==> src/rtl/stoch_mul_core_if.sv <==
// Handshake and operand/result bundle for stoch_mul_core.
// STOCH_BIPOLAR_OUT_EN adds the signed result_s field.
interface stoch_mul_core_if #(
   parameter int PW = 4,
   parameter int CW = 3
);
   logic                 start;
   logic                 mode;
   logic [PW-1:0]        prob_a;
   logic [PW-1:0]        prob_b;
   logic                 busy;
   logic [CW:0]          result;
   logic                 result_valid;
   logic                 sn_out;
`ifdef STOCH_BIPOLAR_OUT_EN
   logic signed [CW+1:0] result_s;
`endif

   modport master (
      output start, mode, prob_a, prob_b,
      input  busy, result, result_valid, sn_out
`ifdef STOCH_BIPOLAR_OUT_EN
      , input result_s
`endif
   );

   modport slave (
      input  start, mode, prob_a, prob_b,
      output busy, result, result_valid, sn_out
`ifdef STOCH_BIPOLAR_OUT_EN
      , output result_s
`endif
   );
endinterface

==> src/rtl/stoch_mul_core.sv <==
// Stochastic multiplier: two LFSR-driven comparators, AND/XNOR product gate and a
// windowed up-counter. Define STOCH_BIPOLAR_OUT_EN to add the signed result_s output.
module stoch_mul_core #(
   parameter int          PW     = 4,
   parameter int          CW     = 3,
   parameter logic [30:0] SEED_A = 31'd1,
   parameter logic [30:0] SEED_B = 31'd2
) (
   input logic              clk,
   input logic              rst_n,
   stoch_mul_core_if.slave  bus
);
   typedef enum logic [1:0] {IDLE, FILL, COUNT, DONE} state_t;

   state_t        state_q, state_d;
   logic [CW-1:0] phase_q, phase_d;
   logic [CW:0]   count_q, count_d;
   logic [CW:0]   result_q, result_d;
   logic [PW-1:0] opa_q, opa_d, opb_q, opb_d;
   logic          mode_q, mode_d;
   logic [30:0]   lfsr_a_q, lfsr_b_q;
   logic          sn_a_q, sn_b_q, sn_q;

`ifdef STOCH_BIPOLAR_OUT_EN
   localparam logic [CW+1:0] N_EXT = (CW+2)'(1 << CW);
   logic signed [CW+1:0] result_s_q, result_s_d;
   assign result_s_d     = $signed({result_d, 1'b0} - N_EXT);
   assign bus.result_s   = result_s_q;
`endif

   always_comb begin
      // NOTE: every variable gets its hold value first so no path through the case infers a latch.
      state_d  = state_q;
      phase_d  = phase_q;
      count_d  = count_q;
      result_d = result_q;
      opa_d    = opa_q;
      opb_d    = opb_q;
      mode_d   = mode_q;
      case (state_q)
         IDLE: begin
            if (bus.start) begin
               state_d = FILL;
               phase_d = '0;
               count_d = '0;
               opa_d   = bus.prob_a;
               opb_d   = bus.prob_b;
               mode_d  = bus.mode;
            end
         end
         FILL: begin
            // Two cycles let the comparator and gate stages settle on the new operands.
            if (phase_q == CW'(1)) begin
               state_d = COUNT;
               phase_d = '0;
            end else begin
               phase_d = phase_q + CW'(1);
            end
         end
         COUNT: begin
            count_d = count_q + (CW+1)'(sn_q);
            if (phase_q == '1) begin
               state_d  = DONE;
               phase_d  = '0;
               result_d = count_q + (CW+1)'(sn_q);
            end else begin
               phase_d = phase_q + CW'(1);
            end
         end
         DONE:    state_d = IDLE;
         default: state_d = IDLE;
      endcase
   end

   always_ff @(posedge clk or posedge rst_n) begin
      // NOTE: rst_n is asserted high here; non-blocking assignments keep every register sampling pre-edge values.
      if (rst_n) begin
         state_q    <= IDLE;
         phase_q    <= '0;
         count_q    <= '0;
         result_q   <= '0;
         opa_q      <= '0;
         opb_q      <= '0;
         mode_q     <= 1'b0;
         lfsr_a_q   <= SEED_A;
         lfsr_b_q   <= SEED_B;
         sn_a_q     <= 1'b0;
         sn_b_q     <= 1'b0;
         sn_q       <= 1'b0;
`ifdef STOCH_BIPOLAR_OUT_EN
         result_s_q <= '0;
`endif
      end else begin
         state_q    <= state_d;
         phase_q    <= phase_d;
         count_q    <= count_d;
         result_q   <= result_d;
         opa_q      <= opa_d;
         opb_q      <= opb_d;
         mode_q     <= mode_d;
         // x^31 + x^28 + 1, shifting in every state
         lfsr_a_q   <= {lfsr_a_q[29:0], lfsr_a_q[27] ^ lfsr_a_q[30]};
         lfsr_b_q   <= {lfsr_b_q[29:0], lfsr_b_q[27] ^ lfsr_b_q[30]};
         sn_a_q     <= (lfsr_a_q[PW-1:0] < opa_q);
         sn_b_q     <= (lfsr_b_q[PW-1:0] < opb_q);
         sn_q       <= mode_q ? ~(sn_a_q ^ sn_b_q) : (sn_a_q & sn_b_q);
`ifdef STOCH_BIPOLAR_OUT_EN
         if (state_q == COUNT && state_d == DONE) result_s_q <= result_s_d;
`endif
      end
   end

   assign bus.busy         = (state_q != IDLE);
   assign bus.result_valid = (state_q == DONE);
   assign bus.result       = result_q;
   assign bus.sn_out       = sn_q;
endmodule

==> src/flat_wrapper.sv <==
// flat-port wrapper written by rule: the top's interface ports become plain ports
module stoch_mul_core_flat 
#(
   parameter int          PW     = 4,
   parameter int          CW     = 3,
   parameter logic [30:0] SEED_A = 31'd1,
   parameter logic [30:0] SEED_B = 31'd2
)
  (clk, rst_n, bus_start, bus_mode, bus_prob_a, bus_prob_b, bus_busy, bus_result, bus_result_valid, bus_sn_out);
  stoch_mul_core_if #(.PW(PW), .CW(CW)) bus_i ();
  input logic clk;
  input logic rst_n;
  input wire logic [$bits(bus_i.start)-1:0] bus_start;
  input wire logic [$bits(bus_i.mode)-1:0] bus_mode;
  input wire logic [$bits(bus_i.prob_a)-1:0] bus_prob_a;
  input wire logic [$bits(bus_i.prob_b)-1:0] bus_prob_b;
  output wire logic [$bits(bus_i.busy)-1:0] bus_busy;
  output wire logic [$bits(bus_i.result)-1:0] bus_result;
  output wire logic [$bits(bus_i.result_valid)-1:0] bus_result_valid;
  output wire logic [$bits(bus_i.sn_out)-1:0] bus_sn_out;
  assign bus_i.start = bus_start;
  assign bus_i.mode = bus_mode;
  assign bus_i.prob_a = bus_prob_a;
  assign bus_i.prob_b = bus_prob_b;
  assign bus_busy = bus_i.busy;
  assign bus_result = bus_i.result;
  assign bus_result_valid = bus_i.result_valid;
  assign bus_sn_out = bus_i.sn_out;
  stoch_mul_core #(.PW(PW), .CW(CW), .SEED_A(SEED_A), .SEED_B(SEED_B)) u_core (.clk(clk), .rst_n(rst_n), .bus(bus_i));
endmodule
==> config.mk <==
export PLATFORM = sky130hd
export DESIGN_NAME = stoch_mul_core_flat
export DESIGN_NICKNAME = d
export VERILOG_FILES = /design/src/rtl/stoch_mul_core_if.sv /design/src/rtl/stoch_mul_core.sv /design/src/flat_wrapper.sv
export SDC_FILE = /design/constraint.sdc
export NUM_CORES = 1
export LEC_CHECK = 0
export BUFFER_PORTS_ARGS = -buffer_cell sky130_fd_sc_hd__buf_4
export CORE_MARGIN = 2
export CORE_UTILIZATION = 35
export CTS_CLUSTER_SIZE = 25
export DETAILED_ROUTE_END_ITERATION = 8
export REMOVE_ABC_BUFFERS = 1
export SYNTH_ARGS = -nofsm -noshare
export SYNTH_HDL_FRONTEND = slang
export SYNTH_SLANG_ARGS = --single-unit
==> constraint.sdc <==
create_clock -name clk -period 2.59 [get_ports clk]
set_input_delay 0.1295 -clock clk [delete_from_list [all_inputs] [get_ports clk]]
set_output_delay 0.1295 -clock clk [all_outputs]
set_load 0.005 [all_outputs]
### After elaboration in Yosys (flattened, before gate mapping)

Index checks and enable logic that the tools add are counted.

* add/subtract/negate cells: 2
* magnitude comparators: 2
* eq/ne operators: 8
* multiplexer cells: 11
* bitwise operators: 5
* reductions and logical operators: 9

Operators with widths (count)
* $mux 3: 3
* $pmux 3 s3: 1
* $lt 4x4->1: 2
* $pmux 2 s4: 1
* $pmux 4 s2: 1
* $reduce_and 2->1: 4
* $mux 2: 3
* $add 4x1->4: 1
* $eq 2x2->1 const B: 2
* $mux 4: 1
* $ne 2x1->1 const B: 2
* $reduce_bool 2->1: 2
* $add 3x1->3 const B: 1
* $eq 3x1->1 const B: 1
* $eq 3x3->1 const B: 1
* $reduce_and 3->1: 1
* $reduce_bool 3->1: 1
* $xor 1x1->1: 3
* $eq 2x1->1 const B: 1
* $logic_not 2->1: 1
* $ne 2x2->1 const B: 1
* $and 1x1->1: 1
* $mux 1: 1
* $not 1->1: 1

* register bits after elaboration: 87
* input port bits: 12
* output and inout bits: 7
* logic and storage cells: 49

### Logic depth before layout (Yosys ltp)

Gate-level depths: netlist (run 1).

* depth in word-level cells: 3
* gate-level depth with buffers: 6
* mapped depth without buffers: 5

### Worst setup path after synthesis (run 1)

Ideal clock, no wire load.

* path kind: register -> register
* from: register u_core.state_q[0]
* to: register u_core.state_q[1]
* data arrival time: 1432 ps
* required time: 2465 ps
* path slack: 1033 ps
* cell stages (with the launch flop): 7
* clock period less this slack: 1557 ps
* path through: dfrtp_1 inv_1 ha_1 buf_6 nor2b_4 a211o_1 mux2_4

* longest elaborated chain between the ends: 3
* elaborated cells between the ends (all ways): 9

RTL lines
* start, declared: RTL line stoch_mul_core.sv:15 `state_t state_q, state_d;`
* start signal, assigned: RTL line stoch_mul_core.sv:94 `state_q <= state_d;`
* $eq 2x2->1 (tied with other cells): RTL line stoch_mul_core.sv:40 `case (state_q)`
* $ne 2x1->1 (no source line) or $ne 2x2->1 (tied branches)
* $reduce_and 3->1 (no source line)

Parallel ways exist; a longest one is shown, timed or not.
A chain may end at the register's enable or synchronous reset.

### Final worst setup path (run 1)

Same ends and word-level chain as after synthesis.

==> summary.md, run 1 <==
| Metric | Value |
|---|---|
| Core Box Area | `0.00813 mm²` |
| H-tree levels | `3` |
| Initial core utilization | `approximately 36%` |
| Fin. max-slew vios | `0` |
| DR WL/cell | `12.9 µm` |
| Final period util | `65.8%` |
| Worst Skew | `0.00364 ns` |
| Tmin final | `1.71 ns` |
| Clock Pin Slew Worst Setup and Hold Paths | `0.08 ns` |
| Top Ports | `19` |
| Die ar. | `0.00903 mm²` |
| Overall Power | `0.00315 W` |
| Final setup viols | `0` |
| RSZ-0062 raised after global routing | `no` |
| HP Class | `input pin to flop` |
| CTS buffer count | `9` |
| Max_slew headroom | `52.5%` |
| Die Width | `95.0 µm` |
| Worst VDD drop | `between 300 and 400 µV` |
| Top-area cell type share of the netlist area | `73.3%` |
| CP endpoint kind | `flop` |
| Yosys cell types | `25` |
| Sequential share of the synthesized area | `75.2%` |
| Antenna diodes | `0` |
| #FFs+latches synth | `87` |
| Highest clock rate | `around 590 MHz` |
| Dominant cells by area after synthesis | `dfrtp_1 73%, ha_1 6.9%, mux2_2 4.3%, dfstp_2 1.8%, inv_1 1.6%` |
| GP Congestion | `approximately 0.75` |
| GRT overflow | `0` |
| Final-stage net count | `241` |
| Register-to-register setup slack | `0.88 ns` |
| Met3 Use GR | `between 4 and 5%` |
| Cell taking the most area after synthesis | `dfrtp_1` |
| Clk sinks | `87` |
| Layout area overhead | `17.5%` |
| Synthesized-area fraction occupied by and/or/nand/nor cells | `under 10%` |
| Crit path kind | `flop to flop` |
| # rows | `33` |
| DRT Pass-1 Iters | `4` |
| Synthesized instance count | `179` |
| Setup crit start kind | `flop` |
| Hold Vio Cnt, Final | `0` |
| Most used routing layer | `met1` |
| Via density | `4.35` |
| GRT Total Usage | `10.9%` |
| Die height | `95.0 µm` |
| Vias in the first global route | `1447` |
| Largest family of logic cells by synthesized area | `adder cells` |
| Fillers | `740` |
| XOR/XNOR Fraction of Synth Area | `0.906%` |
| CP Data Arrival Time | `slightly below 2 ns` |
| Met1 GRT Util | `~16%` |
| Synth Area in Compound Gates | `~4.8%` |
| HPWL Detailed | `2540 µm` |
| CTS tree | `yes` |
| Status | `finished, final reports clean` |
| Port Buffers | `18` |
| Initial antenna violation count | `0` |
| Iteration-0 DRC Markers | `55` |
| Total wire length | `4150 µm` |
| Max Cap Viol | `0` |
| Reg2reg path depth | `5` |
| Lkg Pwr | `1.74 nW` |
| Pin count of the biggest net entering global routing | `47` |
| Setup crit end | `u_core.state_q[1]$_DFFE_PP0P_` |
| ANT nets after route | `0` |
| RR Endpoint | `u_core.state_q[1]$_DFFE_PP0P_` |
| Root Buffer Master | `clkbuf_8` |
| Syn avg cell area | `16.2 µm²` |
| Worst-path maximum fanout | `12` |
| Mapped Area | `0.00290 mm²` |
| First-pass GRT wire length | `7330 µm` |
| CP required | `2.82 ns` |
| Start point of the critical path | `u_core.state_q[0]$_DFFE_PP0P_` |
| Via count | `1405` |
| Worst slew pin tran | `0.711 ns` |
| DRC violations left | `0` |
| Pwr Density | `926 mW/mm²` |
| Post-Synth Adder-Cell Area | `under 10%` |
| Synthesis Warnings | `0` |
| Clock Latency Late Sink | `0.34 ns` |
| Met2 usage | `between 10 and 15%` |
| Clk buf depth | `2` |
| Final setup TNS | `0 ns` |
| RR Startpoint | `u_core.state_q[0]$_DFFE_PP0P_` |
| Ratio of cells with drive above 1 in the final layout | `22.9%` |
| Post-synthesis mux area share | `5.82%` |
[placed cells by master, fill, tap and decap left out, types with 3 or more instances in the layout]
| cell type | Yosys | routed |
|---|---|---|
| ha_1 | 16 | 16 |
| clkinv_2 | 0 | 3 |
| buf_4 | 0 | 18 |
| nand2_1 | 10 | 10 |
| nand3_1 | 4 | 4 |
| dfrtp_1 | 85 | 85 |
| mux2_2 | 11 | 11 |
| inv_1 | 12 | 11 |
| a21oi_1 | 8 | 8 |
| dlygate4sd3_1 | 0 | 6 |
| mux2i_1 | 3 | 3 |
| clkbuf_8 | 0 | 10 |
| nand2b_1 | 6 | 6 |
| xor2_1 | 3 | 3 |
| o21ai_0 | 3 | 3 |
[cells by family (layout without fill, tap and decap cells)]
family,Yosys count,count (layout)
multiplexers,15,15
adder cells (fa/ha/maj),16,16
AO/OA/AOI/OAI,21,21
XOR/XNOR,3,3
buffers and inverters,14,53
AND/OR/NAND/NOR,23,23
flip-flops,87,87
[worst min-delay path by stage]
stage | end | depth (start not counted) | start
3_3_place_gp | u_core.lfsr_b_q[21]$_DFF_PP0_ | 2 | rst_n
4_1_cts | u_core.mode_q$_DFFE_PP0P_ | 2 | bus_mode
2_1_floorplan | u_core.mode_q$_DFFE_PP0P_ | 1 | bus_mode
3_5_place_dp | u_core.lfsr_b_q[24]$_DFF_PP0_ | 2 | rst_n
5_1_grt | u_core.opb_q[2]$_DFFE_PP0P_ | 2 | bus_prob_b[2]
6_report | u_core.mode_q$_DFFE_PP0P_ | 2 | bus_mode
[what timing repair did]
| item | 4_1_cts | 5_1_grt |
|---|---|---|
| setup buffers | 0 | 0 |
| hold buffers | 6 | 0 |
| endpoints found under the hold margin | 46 | 0 |
| resized for setup | 0 | 0 |
| setup endpoints to repair | 0 | 0 |
[flip-flops by register name, indices dropped and copies added, names as in the netlist]
name	cells
u_core.opa_q	4
u_core.phase_q	3
u_core.mode_q	1
u_core.lfsr_a_q	31
u_core.bus.sn_out	1
u_core.lfsr_b_q	31
u_core.state_q	2
u_core.bus.result	4
u_core.sn_b_q	1
u_core.sn_a_q	1
u_core.count_q	4
u_core.opb_q	4
[cells in the mapped netlist, drive strengths merged]
cell type	count
ha	16
a211oi	1
mux2i	3
inv	12
nor2b	2
nand3	4
a21oi	8
or4b	1
dfstp	2
buf	2
o21ai	3
mux2	12
nand2b	6
o21a	2
nand2	10
a22o	1
a211o	1
a41oi	1
xor2	3
a32o	2
dfrtp	85
o31ai	2
[cell type report]
type | count | area [µm²] | area share (%)
Inverter | 12 | 46.3 | 1.36
Multi-Input combinational cell | 78 | 659 | 19.4
Sequential cell | 87 | 2180 | 64.0
Clock buffer | 11 | 141 | 4.15
Clock inverter | 5 | 33.8 | 0.992
Timing Repair Buffer | 25 | 215 | 6.32
Tap cell | 105 | 131 | 3.86
[metal layers]
layer	wire length, µm	up-vias
met3	170	6
met4	36	0
li1	-	666
met2	1830	24
met5	0	-
met1	2120	709
[worst max-delay path, stage by stage, from the launching register on]
cell	delay (ns)
dfrtp_1	0.41
inv_1	0.11
ha_1	0.39
nor2b_1	0.23
a211o_1	0.16
mux2_4	0.30
[stage by stage]
step	instance area, µm²	hold slack [ns]	std cells	worst slack [ns]	utilization (%)
after floorplan	2880	0.280	177	0.214	-
after global placement	3170	0.257	301	0.957	39.0
after detailed placement	3170	0.279	301	0.898	39.0
after CTS	3410	0.000101	323	0.878	41.9
after global routing	3410	0.0143	323	0.751	41.9
final	3410	0.0221	323	0.885	41.9
[where the power goes]
part	internal [W]	total (W)	switching, W
combinational	0.000365	0.000723	0.000359
sequential	0.00151	0.00160	0.0000946
clock	0.000373	0.000829	0.000456
No activity file was read; power rests on OpenSTA's default activity.
==> run 2: changes to the inputs <==
==> constraint.sdc (replaced) <==
create_clock -name clk -period 1.6 [get_ports clk]
set_input_delay 0.08 -clock clk [delete_from_list [all_inputs] [get_ports clk]]
set_output_delay 0.08 -clock clk [all_outputs]
set_load 0.005 [all_outputs]
==> run 2 against run 1 <==
Net effect: clock skew up 0.011 ns; cell count increased by 3.4%; critical path depth did not move.
==> summary.md, run 2 (same netlist as run 1, synthesis figures left out) <==
| Metric | Value |
|---|---|
| Endpoint, Worst Hold | `u_core.phase_q[0]$_DFFE_PP0P_` |
| Final-stage net count | `252 (+4.6%)` |
| Max Cap Viol | `0 (unchanged)` |
| CP required | `1.84 ns (-0.98 ns)` |
| Max_slew headroom | `76.2% (+24 points)` |
| GRT Total Usage | `11.1% (+0.20 points)` |
| ANT nets after route | `0 (unchanged)` |
| Final Worst Setup Slack | `0.0625 ns (-0.822 ns)` |
| Final period util | `96.1% (+30 points)` |
| Final setup viols | `0 (unchanged)` |
| Hold_sp | `bus_start` |
| Start point of the critical path | `u_core.phase_q[0]$_DFFE_PP0P_` |
| CTS buffer count | `9 (unchanged)` |
| DRT Pass-1 Iters | `4 (unchanged)` |
| Pwr Density | `1550 mW/mm² (+67%)` |
| Ratio of cells with drive above 1 in the final layout | `26.2% (+3.3 points)` |
| Critical-path top delay cell | `dfrtp_1` |
| RSZ-0062 raised after global routing | `no` |
| HP Class | `input pin to flop` |
| DRC violations left | `0 (unchanged)` |
| Total wire length | `4180 µm (+0.60%)` |
| GP Congestion | `0.774 (+3.6%)` |
| # rows | `33 (unchanged)` |
| Worst Skew | `0.0151 ns (+0.0114 ns)` |
| Crit path kind | `flop to flop` |
| Worst VDD drop | `703 µV (+120%)` |
| H-tree levels | `3 (unchanged)` |
| Worst slew pin tran | `0.347 ns (-0.365 ns)` |
| Overall Power | `0.00551 W (+75%)` |
| Highest clock rate | `650 MHz (+11%)` |
| Via density | `4.28 (-1.5%)` |
| Worst-path cell chain | `ha_1 -> ha_1 -> nor2b_2 -> a211o_1 -> mux2_4` |
| Most common cell on crit path | `ha_1` |
| Status | `finished, final reports clean` |
| Pin count of the biggest net entering global routing | `30 (-36%)` |
| Layout area overhead | `22.9%` |
| Hold Vio Cnt, Final | `0 (unchanged)` |
| Setup crit start kind | `flop` |
| Port Buffers | `18 (unchanged)` |
| GRT overflow | `0 (unchanged)` |
| Max stage delay on crit path | `0.39 ns (-0.02 ns)` |
| Commonest non-fill, non-tap cells in the layout | `85 x dfrtp_1, 24 x buf_4, 15 x ha_1` |
| HPWL Detailed | `2740 µm (+7.6%)` |
| Vias in the first global route | `1494 (+3.2%)` |
| CTS tree | `yes` |
| Register-to-register setup slack | `0.06 ns (-0.82 ns)` |
| CP Data Arrival Time | `1.78 ns (-0.15 ns)` |
| Die height | `95.0 µm (unchanged)` |
| Initial antenna violation count | `0 (unchanged)` |
| Root Buffer Master | `clkbuf_8` |
| Worst hold stages | `4 (+2)` |
| Worst-path maximum fanout | `4 (-8)` |
| Die Width | `95.0 µm (unchanged)` |
| Core Util, Final | `43.8% (+1.9 points)` |
| Clock Latency Late Sink | `0.35 ns (about the same)` |
| Clk sinks | `87 (unchanged)` |
| RR Startpoint | `u_core.phase_q[0]$_DFFE_PP0P_` |
| Core Box Area | `0.00813 mm² (unchanged)` |
| Reg2reg path depth | `5 (unchanged)` |
| Fin. max-slew vios | `0 (unchanged)` |
| Final setup TNS | `0 ns (unchanged)` |
| Via count | `1431 (+1.9%)` |
| Commonest non-fill, non-tap cell in the layout | `dfrtp_1` |
| CP delay by family, top | `adder cells` |
| First-pass GRT wire length | `7270 µm (-0.85%)` |
| Top Ports | `19 (unchanged)` |
| Biggest regs | `u_core.lfsr_a_q x31, u_core.lfsr_b_q x31` |
| CP endpoint kind | `flop` |
| Initial core utilization | `35.7% (unchanged)` |
| Lkg Pwr | `1.83 nW (+5.0%)` |
| Clock Pin Slew Worst Setup and Hold Paths | `0.09 ns (about the same)` |
| Clk buf depth | `2 (unchanged)` |
| Tmin final | `1.54 ns (-0.168 ns)` |
| Iteration-0 DRC Markers | `65 (+18%)` |
| RR Endpoint | `u_core.state_q[1]$_DFFE_PP0P_` |
| Setup WS pre-CTS | `0.0471 ns (-0.851 ns)` |
| DR WL/cell | `12.5 µm (-2.7%)` |
| Die ar. | `0.00903 mm² (unchanged)` |
| Crit path buffers/inverters | `0 (-1)` |
| Antenna diodes | `0 (unchanged)` |
run 2: changes by cell type in the layout (fill, tap and decap cells not counted), sizes merged:
cell         previous run  this run
dlygate4sd3             6        10
clkinv                  4         5
clkinvlp                2         0
clkbuf                 11        10
buf                    19        26
bufinv                  0         2
run 2: cell type report:
type | instances | area [µm²]
multi-input cells | 78 | 664
well taps | 105 | 131
inverters | 12 | 46.3
flip-flops and latches | 87 | 2180
clock inverters | 6 | 83.8
fillers | 740 | 4570
clock buffers | 10 | 138
repair buffers | 36 | 320
run 2: per-stage QoR:
step           hold slack (ns)  area, µm²  std cells
2_1_floorplan            0.231       2880        177
3_3_place_gp            0.0757       3230        307
3_5_place_dp            0.0789       3230        307
4_1_cts                  0.127       3550        333
5_1_grt                  0.181       3560        334
6_report                 0.141       3560        334
run 2: power by group:
part	switching (W)	internal, W
clock	0.000717	0.000916
combinational	0.000609	0.000677
sequential	0.000150	0.00244
total	0.00148	0.00403
run 2: what timing repair did:
item / in CTS / in global routing
hold buffers: 10 / 0
buffers inserted: 0 / 1
resized for setup: 0 / 2
endpoints found under the hold margin: 27 / 0
setup endpoints to repair: 0 / 4
run 2: layer usage:
layer  global-route usage, %  vias to the layer above  part of all wire [%]
li1                        -                      682                     -
met1                    15.2                      723                    50
met2                    15.7                       22                    44
met3                    4.90                        4                   4.5
met4                    4.35                        0                  0.89
met5                       0                        -                     0
run 2: how the worst max path moves through the flow:
| stage | endpoint | cells past startpoint |
|---|---|---|
| after global placement | u_core.state_q[1]$_DFFE_PP0P_ | 5 |
| after detailed placement | u_core.state_q[1]$_DFFE_PP0P_ | 5 |
| after CTS | u_core.state_q[1]$_DFFE_PP0P_ | 5 |
| final | u_core.state_q[1]$_DFFE_PP0P_ | 5 |
| after global routing | u_core.count_q[2]$_DFFE_PP0P_ | 5 |
| after floorplan | u_core.bus.result[0]$_DFFE_PP0P_ | 1 |
run 2: worst reg2reg max path, cell delays in order, from the launching register on:
cell     delay [ns]
dfrtp_1        0.39
ha_1           0.21
ha_1           0.24
nor2b_2        0.15
a211o_1        0.15
mux2_4         0.30
==> run 3: changes to the inputs <==
==> constraint.sdc (replaced) <==
create_clock -name clk -period 1.9 [get_ports clk]
set_input_delay 0.095 -clock clk [delete_from_list [all_inputs] [get_ports clk]]
set_output_delay 0.095 -clock clk [all_outputs]
set_load 0.005 [all_outputs]
==> run 3 against run 2 <==
Net effect: sequential share of layout area grew 1.3 points; via count is 1.3% lower; global-route usage rose by 0.11 points; first-iteration DRC count unchanged; non-clock buffer count fell by 4; critical endpoint unchanged.
==> summary.md, run 3 (same netlist as run 1, synthesis figures left out) <==
| Metric | Value |
|---|---|
| Biggest regs | `u_core.lfsr_a_q x31, u_core.lfsr_b_q x31` |
| # Post-CTS Setup Buffers | `0 (unchanged)` |
| Register-to-register setup slack | `0.23 ns (+0.17 ns)` |
| Root Buffer Master | `clkbuf_8` |
| ANT nets after route | `0 (unchanged)` |
| Commonest non-fill, non-tap cells in the layout | `85 x dfrtp_1, 21 x buf_4, 16 x ha_1` |
| Clock share of power | `28.3% (-1.3 points)` |
| RSZ-0062 raised after global routing | `no` |
| Die Width | `95.0 µm (unchanged)` |
| GP Congestion | `0.817 (+5.6%)` |
| Total wire length | `4220 µm (+1.1%)` |
| Overall Power | `0.00448 W (-19%)` |
| CTS tree | `yes` |
| # resized after CTS | `0 (unchanged)` |
| Vias in the first global route | `1515 (+1.4%)` |
| Comb power frac | `22.8% (-0.5 points)` |
| NetSw | `0.00126 W (-15%)` |
| DRC violations left | `0 (unchanged)` |
| DRT Pass-1 Iters | `4 (unchanged)` |
| Initial antenna violation count | `0 (unchanged)` |
| Top Ports | `19 (unchanged)` |
| Net Sw Frac | `28.2% (+1.4 points)` |
| CP required | `2.13 ns (+0.29 ns)` |
| Die height | `95.0 µm (unchanged)` |
| Fin. max-slew vios | `0 (unchanged)` |
| Clk buf depth | `2 (unchanged)` |
| H-tree levels | `3 (unchanged)` |
| Worst Skew | `0.00887 ns (-0.00621 ns)` |
| Clk sinks | `87 (unchanged)` |
| Final setup viols | `0 (unchanged)` |
| GRT overflow | `0 (unchanged)` |
| Max Cap Viol | `0 (unchanged)` |
| Worst hold stages | `4 (unchanged)` |
| Via count | `1412 (-1.3%)` |
| Reg2reg path depth | `5 (unchanged)` |
| CP Data Arrival Time | `1.90 ns (+0.12 ns)` |
| Tmin final | `1.67 ns (+0.131 ns)` |
| Hold Vio Cnt, Final | `0 (unchanged)` |
| Initial core utilization | `35.7% (unchanged)` |
| Pin count of the biggest net entering global routing | `31 (+3.3%)` |
| Internal power | `0.00321 W (-20%)` |
| Max_slew headroom | `68.4% (-7.8 points)` |
| Critical-path top delay cell | `dfrtp_1` |
| Layout area overhead | `20.4%` |
| HPWL Detailed | `2690 µm (-1.7%)` |
| Final-stage net count | `248 (-1.6%)` |
| HP Class | `input pin to flop` |
| Worst VDD drop | `514 µV (-27%)` |
| # rows | `33 (unchanged)` |
| CP endpoint kind | `flop` |
| Hold_ws | `0.164 ns (+0.0229 ns)` |
| Hold buffer count at cts | `10 (unchanged)` |
| Highest clock rate | `599 MHz (-7.8%)` |
| CTS buffer count | `9 (unchanged)` |
| Commonest non-fill, non-tap cell in the layout | `dfrtp_1` |
| Clock Pin Slew Worst Setup and Hold Paths | `0.09 ns (about the same)` |
| Core Box Area | `0.00813 mm² (unchanged)` |
| Final period util | `87.8% (-8.3 points)` |
| Status | `finished, final reports clean` |
| Max stage delay on crit path | `0.38 ns (about the same)` |
| Sequential Power Share | `48.9% (+1.9 points)` |
| Pwr Density | `1280 mW/mm² (-17%)` |
| GRT Total Usage | `11.3% (+0.11 points)` |
| Antenna diodes | `0 (unchanged)` |
| Ratio of cells with drive above 1 in the final layout | `23.2% (-3.0 points)` |
| Die ar. | `0.00903 mm² (unchanged)` |
| Via density | `4.29 (+0.17%)` |
| First-pass GRT wire length | `7470 µm (+2.8%)` |
| Port Buffers | `18 (unchanged)` |
| Worst-path cell chain | `inv_1 -> ha_1 -> nor2b_4 -> a211o_1 -> mux2_4` |
| Worst slew pin tran | `0.473 ns (+0.127 ns)` |
| Clock Latency Late Sink | `0.35 ns (about the same)` |
| Setup crit start kind | `flop` |
| Crit path kind | `flop to flop` |
| DR WL/cell | `12.8 µm (+2.6%)` |
| Lkg Pwr | `1.79 nW (-2.4%)` |
| Iteration-0 DRC Markers | `65 (unchanged)` |
| Worst-path maximum fanout | `7 (+3)` |
==> run 3: metal layers <==
metal  track usage (%)  vias up  wire length, µm
li1                  -      681                -
met1              15.7      692             2110
met2              15.6       28             1840
met3              4.03       11              186
met4              5.43        0               89
met5                 0        -                0
==> run 3: worst paths after layout <==
path | startpoint | endpoint
setup / recovery | u_core.state_q[0]$_DFFE_PP0P_ | u_core.state_q[1]$_DFFE_PP0P_
hold / removal | bus_start | u_core.phase_q[2]$_DFFE_PP0P_
setup reg to reg | u_core.state_q[0]$_DFFE_PP0P_ | u_core.state_q[1]$_DFFE_PP0P_
hold reg to reg | u_core.lfsr_a_q[4]$_DFF_PP0_ | u_core.lfsr_a_q[5]$_DFF_PP0_
max in group asynchronous | rst_n | u_core.lfsr_a_q[0]$_DFF_PP1_
min in group asynchronous | rst_n | u_core.lfsr_b_q[22]$_DFF_PP0_
==> run 3: through the flow <==
| stage | area (µm²) | setup TNS (ns) | std cells | utilization (%) | worst slack (ns) |
|---|---|---|---|---|---|
| 6_report | 3490 | 0 | 329 | 42.9 | 0.232 |
| 5_1_grt | 3490 | 0 | 329 | 42.9 | 0.134 |
| 4_1_cts | 3490 | 0 | 329 | 42.9 | 0.224 |
| 3_5_place_dp | 3190 | 0 | 304 | 39.3 | 0.252 |
| 3_3_place_gp | 3190 | 0 | 304 | 39.3 | 0.302 |
| 2_1_floorplan | 2880 | -37.56 | 177 | - | -0.442 |
==> run 3: critical path: cells and delay by family (launching register included) <==
family                   cells  cell delay [ns]
buffers and inverters        1             0.09
flip-flops                   1             0.38
multiplexers                 1             0.31
AND/OR/NAND/NOR              1             0.17
adder cells (fa/ha/maj)      1             0.30
AO/OA/AOI/OAI                1             0.31
==> run 3: power groups by stage <==
stage          clock (W)  sequential (W)  combinational (W)
2_1_floorplan          0         0.00219           0.000760
4_1_cts          0.00132         0.00219            0.00104
3_5_place_dp           0         0.00223            0.00101
3_3_place_gp           0         0.00222           0.000992
6_report         0.00127         0.00219            0.00102
5_1_grt          0.00141         0.00222            0.00117
==> run 3: cell type report <==
class / count / area, µm²
Timing Repair Buffer: 32 / 278
Inverter: 12 / 46.3
Multi-Input combinational cell: 78 / 659
Clock inverter: 4 / 55.1
Tap cell: 105 / 131
Sequential cell: 87 / 2180
Clock buffer: 11 / 141
Fill cell: 734 / 4640
